==> src/rtl/teclado_pkg.sv <==
// rtl/teclado_pkg.sv - shared FSM states, default parameters and code-width helper for the keypad reader
package teclado_pkg;

    typedef enum logic [1:0] {
        VARRER   = 2'd0,
        AMOSTRAR = 2'd1,
        AVALIAR  = 2'd2
    } estado_t;

    localparam int NUM_COLUNAS_PADRAO          = 4;
    localparam int NUM_LINHAS_PADRAO           = 4;
    localparam int CICLOS_ESTAB_PADRAO         = 2;
    localparam int VARREDURAS_DEBOUNCE_PADRAO  = 3;
    localparam int VARREDURAS_REPETICAO_PADRAO = 16;

    // Width of a key code; never narrower than one bit.
    function automatic int largura_codigo(input int colunas, input int linhas);
        int posicoes;
        posicoes = colunas * linhas;
        return (posicoes > 2) ? $clog2(posicoes) : 1;
    endfunction

endpackage

==> src/rtl/sincronizador_linhas.sv <==
// rtl/sincronizador_linhas.sv - two-flop synchronizer for the asynchronous, active-low keypad rows
module sincronizador_linhas #(
    parameter int NUM_LINHAS = 4
) (
    input  logic                  clock,
    input  logic                  reset,
    input  logic [NUM_LINHAS-1:0] linhas_assinc,
    output logic [NUM_LINHAS-1:0] linhas_sinc
);

    logic [NUM_LINHAS-1:0] meta_q;

    // Reset to the idle (pulled-up) level so no phantom key appears after reset.
    always_ff @(posedge clock) begin
        if (reset) begin
            meta_q      <= '1;
            linhas_sinc <= '1;
        end else begin
            meta_q      <= linhas_assinc;
            linhas_sinc <= meta_q;
        end
    end

endmodule

==> src/rtl/leitor_teclado_matriz.sv <==
// rtl/leitor_teclado_matriz.sv - debounced matrix keypad scanner; optional auto-repeat under TECLADO_REPETICAO_EN
module leitor_teclado_matriz
    import teclado_pkg::*;
#(
    parameter int NUM_COLUNAS          = NUM_COLUNAS_PADRAO,
    parameter int NUM_LINHAS           = NUM_LINHAS_PADRAO,
    parameter int CICLOS_ESTAB         = CICLOS_ESTAB_PADRAO,
    parameter int VARREDURAS_DEBOUNCE  = VARREDURAS_DEBOUNCE_PADRAO,
    parameter int VARREDURAS_REPETICAO = VARREDURAS_REPETICAO_PADRAO,
    localparam int LARG_COD            = largura_codigo(NUM_COLUNAS, NUM_LINHAS)
) (
    input  logic                   clock,
    input  logic                   reset,
    input  logic [NUM_LINHAS-1:0]  linhas_teclado,
    output logic [NUM_COLUNAS-1:0] colunas_teclado,
    output logic [LARG_COD-1:0]    codigo_tecla,
    output logic                   tecla_valida,
    output logic                   tecla_pressionada
);

    localparam int LARG_COL   = $clog2(NUM_COLUNAS);
    localparam int LARG_ESTAB = $clog2(CICLOS_ESTAB);
    localparam int LARG_DEB   = $clog2(VARREDURAS_DEBOUNCE + 1);

    localparam logic [LARG_COL-1:0]   ULTIMA_COL   = LARG_COL'(NUM_COLUNAS - 1);
    localparam logic [LARG_ESTAB-1:0] ULTIMO_ESTAB = LARG_ESTAB'(CICLOS_ESTAB - 1);
    localparam logic [LARG_DEB-1:0]   LIMIAR_DEB   = LARG_DEB'(VARREDURAS_DEBOUNCE);

    logic [NUM_LINHAS-1:0] linhas_sinc;

    estado_t               estado_q, estado_d;
    logic [LARG_COL-1:0]   coluna_q, coluna_d;
    logic [LARG_ESTAB-1:0] estab_q, estab_d;

    logic [1:0]            scan_qtd_q, qtd_nova;
    logic [LARG_COD-1:0]   scan_cod_q, cod_novo;

    logic [LARG_DEB-1:0]   cont_press_q, cont_press_d;
    logic [LARG_DEB-1:0]   cont_rel_q, cont_rel_d;
    logic [LARG_COD-1:0]   candidato_q, candidato_d;
    logic [LARG_COD-1:0]   codigo_d;
    logic                  pressionada_d;
    logic                  valida_d;

`ifdef TECLADO_REPETICAO_EN
    localparam int LARG_REP = $clog2(VARREDURAS_REPETICAO + 1);
    localparam logic [LARG_REP-1:0] ULTIMA_REP = LARG_REP'(VARREDURAS_REPETICAO - 1);

    logic [LARG_REP-1:0] cont_rep_q, cont_rep_d;
    logic                rep_ativo_q, rep_ativo_d;
`else
    logic unused_repeticao;
    assign unused_repeticao = |VARREDURAS_REPETICAO;
`endif

    sincronizador_linhas #(
        .NUM_LINHAS (NUM_LINHAS)
    ) u_sincronizador (
        .clock         (clock),
        .reset         (reset),
        .linhas_assinc (linhas_teclado),
        .linhas_sinc   (linhas_sinc)
    );

    // Strobe is gated by reset so the columns sit idle while reset is held.
    always_comb begin
        estado_d        = estado_q;
        coluna_d        = coluna_q;
        estab_d         = estab_q;
        colunas_teclado = '1;
        if (!reset && estado_q != AVALIAR) begin
            colunas_teclado[coluna_q] = 1'b0;
        end
        case (estado_q)
            VARRER: begin
                if (estab_q == ULTIMO_ESTAB) begin
                    estab_d  = '0;
                    estado_d = AMOSTRAR;
                end else begin
                    estab_d = estab_q + 1'b1;
                end
            end
            AMOSTRAR: begin
                if (coluna_q == ULTIMA_COL) begin
                    coluna_d = '0;
                    estado_d = AVALIAR;
                end else begin
                    coluna_d = coluna_q + 1'b1;
                    estado_d = VARRER;
                end
            end
            default: begin
                estado_d = VARRER;
            end
        endcase
    end

    // Fold this column's rows into the running scan tally (count saturates at 2).
    always_comb begin
        qtd_nova = scan_qtd_q;
        cod_novo = scan_cod_q;
        for (int r = 0; r < NUM_LINHAS; r++) begin
            if (!linhas_sinc[r]) begin
                if (qtd_nova != 2'd2) begin
                    qtd_nova = qtd_nova + 2'd1;
                end
                cod_novo = LARG_COD'(r * NUM_COLUNAS) + LARG_COD'(coluna_q);
            end
        end
    end

    always_comb begin
        cont_press_d  = cont_press_q;
        cont_rel_d    = cont_rel_q;
        candidato_d   = candidato_q;
        codigo_d      = codigo_tecla;
        pressionada_d = tecla_pressionada;
        valida_d      = 1'b0;
`ifdef TECLADO_REPETICAO_EN
        cont_rep_d    = cont_rep_q;
        rep_ativo_d   = rep_ativo_q;
`endif
        if (estado_q == AVALIAR) begin
            case (scan_qtd_q)
                2'd1: begin
                    cont_rel_d = '0;
                    if (cont_press_q != '0 && scan_cod_q == candidato_q) begin
                        if (cont_press_q != LIMIAR_DEB) begin
                            cont_press_d = cont_press_q + 1'b1;
                        end
                    end else begin
                        cont_press_d = LARG_DEB'(1);
                        candidato_d  = scan_cod_q;
                    end
                    if (cont_press_d == LIMIAR_DEB && !tecla_pressionada) begin
                        codigo_d      = scan_cod_q;
                        valida_d      = 1'b1;
                        pressionada_d = 1'b1;
`ifdef TECLADO_REPETICAO_EN
                        cont_rep_d    = '0;
                        rep_ativo_d   = 1'b1;
                    end else if (rep_ativo_q && tecla_pressionada &&
                                 scan_cod_q == codigo_tecla) begin
                        if (cont_rep_q == ULTIMA_REP) begin
                            cont_rep_d = '0;
                            valida_d   = 1'b1;
                        end else begin
                            cont_rep_d = cont_rep_q + 1'b1;
                        end
                    end else begin
                        rep_ativo_d = 1'b0;
`endif
                    end
                end
                2'd0: begin
                    cont_press_d = '0;
                    if (cont_rel_q != LIMIAR_DEB) begin
                        cont_rel_d = cont_rel_q + 1'b1;
                    end
                    if (cont_rel_d == LIMIAR_DEB) begin
                        pressionada_d = 1'b0;
                    end
`ifdef TECLADO_REPETICAO_EN
                    rep_ativo_d = 1'b0;
`endif
                end
                default: begin
                    // Ghosting: position is ambiguous, so restart both debouncers.
                    cont_press_d = '0;
                    cont_rel_d   = '0;
`ifdef TECLADO_REPETICAO_EN
                    rep_ativo_d  = 1'b0;
`endif
                end
            endcase
        end
    end

    always_ff @(posedge clock) begin
        if (reset) begin
            estado_q          <= VARRER;
            coluna_q          <= '0;
            estab_q           <= '0;
            scan_qtd_q        <= '0;
            scan_cod_q        <= '0;
            cont_press_q      <= '0;
            cont_rel_q        <= '0;
            candidato_q       <= '0;
            codigo_tecla      <= '0;
            tecla_valida      <= 1'b0;
            tecla_pressionada <= 1'b0;
        end else begin
            estado_q          <= estado_d;
            coluna_q          <= coluna_d;
            estab_q           <= estab_d;
            cont_press_q      <= cont_press_d;
            cont_rel_q        <= cont_rel_d;
            candidato_q       <= candidato_d;
            codigo_tecla      <= codigo_d;
            tecla_valida      <= valida_d;
            tecla_pressionada <= pressionada_d;
            if (estado_q == AMOSTRAR) begin
                scan_qtd_q <= qtd_nova;
                scan_cod_q <= cod_novo;
            end else if (estado_q == AVALIAR) begin
                scan_qtd_q <= '0;
                scan_cod_q <= '0;
            end
        end
    end

`ifdef TECLADO_REPETICAO_EN
    always_ff @(posedge clock) begin
        if (reset) begin
            cont_rep_q  <= '0;
            rep_ativo_q <= 1'b0;
        end else begin
            cont_rep_q  <= cont_rep_d;
            rep_ativo_q <= rep_ativo_d;
        end
    end
`endif

endmodule

==> config.mk <==
export PLATFORM = sky130hd
export DESIGN_NAME = leitor_teclado_matriz
export DESIGN_NICKNAME = d
export VERILOG_FILES = /design/src/rtl/teclado_pkg.sv /design/src/rtl/sincronizador_linhas.sv /design/src/rtl/leitor_teclado_matriz.sv
export SDC_FILE = /design/constraint.sdc
export NUM_CORES = 1
export LEC_CHECK = 0
export CORE_UTILIZATION = 55
export CTS_BUF_LIST = sky130_fd_sc_hd__clkbuf_16
export CTS_CLUSTER_DIAMETER = 200
export DETAILED_ROUTE_END_ITERATION = 12
export DONT_BUFFER_PORTS = 1
export GPL_TIMING_DRIVEN = 0
export MAX_ROUTING_LAYER = met4
export PLACE_DENSITY_LB_ADDON = 0.25
export SYNTH_ARGS = -nofsm -noshare
export SYNTH_HDL_FRONTEND = slang
export SYNTH_HIERARCHICAL = 1
export SYNTH_SLANG_ARGS = --single-unit
==> constraint.sdc <==
create_clock -name clock -period 2.3 [get_ports clock]
set_input_delay 0.23 -clock clock [delete_from_list [all_inputs] [get_ports clock]]
set_output_delay 0.23 -clock clock [all_outputs]
set_load 0.05 [all_outputs]
* After elaboration in Yosys (flattened, before gate mapping)
Index checks and enable logic that the tools add are counted.
Cells by class: $add $sub $neg 11, magnitude comparators 2, equal/unequal tests 18, mux-type cells 37, bitwise gates (word level) 4, reductions and logical operators 16
Operators with widths (number):
- 2-to-1 mux 2 bit | 22
- 2-to-1 mux 4 bit | 7
- != test 2 bit (second input constant) | 10
- adder 2 x 1 -> 2 bit (second input constant) | 7
- == test 2 bit (second input constant) | 4
- AND reduction 3 bit | 2
- nonzero test 2 bit | 3
- 2-to-1 mux 1 bit | 5
- != test 5 bit (second input constant) | 1
- adder 3 x 2 -> 4 bit (first input constant) | 1
- adder 3 x 3 -> 4 bit (first input constant) | 1
- adder 4 x 2 -> 4 bit (first input constant) | 1
- == test 2 x 1 -> 1 bit (second input constant) | 2
- == test 4 bit | 1
- logical AND 1 bit | 4
- zero test 2 bit | 2
- inverter 4 bit | 1
- one-hot mux 2 bit (2 select lines) | 1
- AND reduction 4 bit | 1
- less-than comparator 2 x 3 -> 1 bit (second input constant) | 1
- inverter 1 bit | 3
- OR reduction 3 bit | 1
- demux 1 bit (select 2 bit) | 1
- >= comparator 2 x 1 -> 1 bit (second input constant) | 1
- other kinds (4) | 5
Word-level totals: flip-flop bits (word level) 33, output and inout port bits 10, word-level logic and storage cells 101

* Depth between registers and ports, before layout
depth in word-level cells 13, gate-level depth with buffers 14

* By module
The synthesis kept the hierarchy.
Modules (own cells, without submodules):
- leitor_teclado_matriz | times used 1, cells each 160, area each 1383.8 um2, sequential area each 500.5 um2
- sincronizador_linhas | times used 1, cells each 16, area each 210.2 um2, sequential area each 160.2 um2

* Least setup slack after synthesis
Ideal clock, no wire load.
path type reg-to-reg, start point reg scan_qtd_q[1], end point reg scan_qtd_q[0], library setup time 0.087 ns, data arrival time 2.457 ns, data required time 2.213 ns, setup slack -0.244 ns, stages on the path, launching flop included 14, buffers on the path 0, clock period less this slack 2.544 ns, path through dfxtp_1 > inv_1 > ha_1 > nor2_1 > mux4_2 > inv_1 > ha_1 > nand2b_1 > a21boi_0 > ha_1 > nor2_1 > a2111oi_0 > o21ai_0 > o31ai_1
On the way: word-level cells in the longest chain between the ends 13, elaborated cells between the ends (all ways) 17, classes of those cells 4 x add/sub; 4 x eq/ne; 9 x mux
Ends and longest elaborated chain:
- start, declared | RTL line leitor_teclado_matriz.sv:35 | logic [1:0] scan_qtd_q, qtd_nova;
- start signal, assigned | RTL line leitor_teclado_matriz.sv:203 | scan_qtd_q <= qtd_nova;
- != test 2 bit or adder 2 x 1 -> 2 bit (tied branches) | RTL line leitor_teclado_matriz.sv:104, leitor_teclado_matriz.sv:105
- 2-to-1 mux 2 bit | RTL line leitor_teclado_matriz.sv:104 | if (qtd_nova != 2'd2) begin
- 2-to-1 mux 2 bit (*) | RTL line leitor_teclado_matriz.sv:103 | if (!linhas_sinc[r]) begin
- adder 2 x 1 -> 2 bit or != test 2 bit (tied branches) | RTL line leitor_teclado_matriz.sv:105, leitor_teclado_matriz.sv:104
- 2-to-1 mux 2 bit | RTL line leitor_teclado_matriz.sv:104
- 2-to-1 mux 2 bit (*) | RTL line leitor_teclado_matriz.sv:103
- adder 2 x 1 -> 2 bit or != test 2 bit (tied branches) | RTL line leitor_teclado_matriz.sv:105, leitor_teclado_matriz.sv:104
- 2-to-1 mux 2 bit | RTL line leitor_teclado_matriz.sv:104
- 2-to-1 mux 2 bit (*) | RTL line leitor_teclado_matriz.sv:103
- adder 2 x 1 -> 2 bit or != test 2 bit (tied branches) | RTL line leitor_teclado_matriz.sv:105, leitor_teclado_matriz.sv:104
- 2-to-1 mux 2 bit | RTL line leitor_teclado_matriz.sv:104
- 2-to-1 mux 2 bit (*) | RTL line leitor_teclado_matriz.sv:103
- 2-to-1 mux 2 bit (*) | RTL line leitor_teclado_matriz.sv:202 | if (estado_q == AMOSTRAR) begin
Every way passes the cells marked *; elsewhere a longest branch is shown, timed or not. A chain may end at the register's enable or synchronous reset.

* Worst setup path after layout
Ends and elaborated chain as after synthesis.

==> out/metrics.csv <==
metric,value,unit
status,"finished, violations left",
violations,negative setup slack,
synth.cell_area,1590,sq um
cts_tree,built,
slew_headroom,60.6,%
numCtsBuffers,5,
worst_pin_slew,591,ps
grt_pass1_vias,1230,
synth_seq_cells,33,
arrival,2780,ps
rows,19,
min_path_type,input pin to flop,
cts-root-buf,clkbuf_16,
yosysMostFrequentCell,dfxtp_1,
drt-total-wl,3.33,mm
layout.nets,213,
firstDrtPassIters,6,
synth_edf_count,0,
grt_use_total,22.4,%
p_sw_share,22.1,%
power_frac_clock,49.5,%
numPortBuffers,0,
grt_first_pass_wirelength,5.20,mm
post_drt_wl_per_cell,14.7,microns
hold_viol_final,0,
antenna_found_initial,0,
cts_htree_levels,2,
dp_hpwl,2.15,mm
yosysSeqAreaShare,41.4,%
yosys-top-cells-count,"33 x dfxtp_1, 21 x nor2_1, 14 x a21oi_1, 14 x nand2_1, 12 x ha_1",
avgSynthCellArea,9.06,sq um
syn_nets,194,
rr_worst_depth,14,
setup_violations,2,
overflow,0,
post-place-ws,-376,ps
seqPwrFrac,41.1,%
grt_max_degree,11,
antenna_cells,0,
vias,1246,
min_path_cells,1,
cts.clk_slew.worst_paths,50,ps
max_freq,0.384,GHz
start_kind,flop,
synthCells,176,
initial_utilization,57.8,%
yosys.area.top_type,dfxtp_1,
p_leak,0.817,nW
fin_tns_setup,-454,ps
whs,49.7,ps
fin_ws,-302,ps
path_class,flop to flop,
clk_path_buf_depth,2,
die_w,55.8,microns
rsz0062_at_grt,true,
core,2760,sq um
clock_latency,280,ps
postCtsHoldBufs,0,
drtIter0Drc,38,
peakVddDrop,915,uV
finalCriticalPeriod,2600,ps
p_comb_share,9.3,%
p_sw,0.325,mW
vias_per_cell,5.49,
slew_violations,0,
drc_errors,0,
synth_area_leaders,"dfxtp_1 41%, ha_1 9.4%, mux2i_1 5.0%",
fin_worst_skew,3.56,ps
async_flop_share,0,%
fin_crit_sh,113,%
maxCapViolCount,0,
yosysWarnings,6,
die_h,55.8,microns
crit_path_end_kind,flop,
dieArea,3120,sq um
path_max_fanout,3,
yosysTopAreaCellShare,41.4,%
synthFlopType,dfxtp_1,
ys_types,40,
area_growth,24.3,%
drive_above_1_share,23.0,%
p_per_area,744,nW/um^2
ant_nets,0,
place_congestion,0.818,
intPower,1.15,mW
cts_sinks,33,
ios,16,
required,2480,ps
-- cell families after synthesis --
logic type	synth area share, %
buffers and inverters	3.61
muxes	7.14
and+or+nand+nor	23.5
AOI/OAI and AO/OA	11.1
DFF	41.4
xor gates and xnor gates	3.77
adders and majority gates	9.42
-- registers in the layout, summed over array words and instances, names as in the netlist --
name	cells
candidato_q	4
codigo_tecla	4
scan_cod_q	4
u_sincronizador/linhas_sinc	4
u_sincronizador/meta_q	4
coluna_q	2
cont_press_q	2
cont_rel_q	2
estado_q	2
scan_qtd_q	2
estab_q	1
tecla_pressionada	1
tecla_valida	1
-- area by class of cell --
cell class | instances | area (sq um)
multi-input combinational | 128 | 961
fill | 197 | 777
sequential | 33 | 666
clock buffer | 5 | 125
timing repair buffer | 12 | 90.1
inverter | 10 | 42.5
tap | 31 | 38.8
clock inverter | 3 | 37.5
buffer | 5 | 20.0
-- worst max-delay path, stage by stage, from the launching register on --
cell       delay, ps
dfxtp_2          350
inv_4             60
ha_4             240
buf_4            140
xnor2_2          120
mux2i_1          210
inv_1            120
ha_4             260
nand2b_4          70
a21boi_2         150
ha_2             180
nor2_2            50
a2111oi_4        350
o21ai_1          130
o31ai_1           80
-- power groups by stage --
stage	Combinational [mW]	Clock (mW)	Sequential [mW]
after floorplan	0.0926	0	0.613
after global placement	0.106	0	0.616
after detailed placement	0.110	0	0.617
after CTS	0.127	0.737	0.605
after global routing	0.150	0.762	0.608
final	0.137	0.731	0.606
-- cells in the final DEF, fill, tap and decap left out, types with 2 or more instances in the layout --
cell       instances
or2_1              8
a21oi_1           14
nor2_1            18
xnor2_2            2
clkbuf_1           3
xor2_1             3
nand4_2            2
nand3_1            8
nor2_2             5
buf_4             12
nor2b_1            2
and2b_1            2
inv_1              8
inv_4              2
nand2b_1           6
ha_1               8
o211ai_1           2
clkbuf_16          5
dfxtp_1           31
nand2_1           14
mux2i_1            8
ha_4               3
-- metal layers --
layer | GRT usage [%] | vias up | share of wire [%]
met5 | - | - | 0
met2 | 37.2 | 30 | 52
li1 | - | 631 | -
met3 | 8.60 | 6 | 3.5
met4 | 9.76 | 0 | 1.3
met1 | 23.7 | 579 | 43
-- path summary, 6_finish.rpt --
kind	slack, ps	end	start
worst max-delay path	-300	scan_qtd_q[0]	scan_qtd_q[1]
worst min-delay path	50	u_sincronizador/meta_q[3]	linhas_teclado[3]
worst max register to register	-300	scan_qtd_q[0]	scan_qtd_q[1]
worst min register to register	400	u_sincronizador/linhas_sinc[1]	u_sincronizador/meta_q[1]
-- metrics by stage --
step | instances | utilization [%] | instance area (sq um) | power [mW]
final | 227 | 71.8 | 1980 | 1.47
after floorplan | 176 | - | 1620 | 0.706
after detailed placement | 207 | 60.0 | 1650 | 0.728
after global routing | 227 | 71.8 | 1980 | 1.52
after CTS | 224 | 69.7 | 1920 | 1.47
after global placement | 207 | 60.0 | 1650 | 0.722
-- what timing repair did --
| action | CTS | global route |
|---|---|---|
| buffers inserted | 9 | 3 |
| setup endpoints to repair | 2 | 2 |
| resized for setup | 8 | 6 |
| pin swaps | 2 | 7 |
No activity file was read; power rests on OpenSTA's default activity.
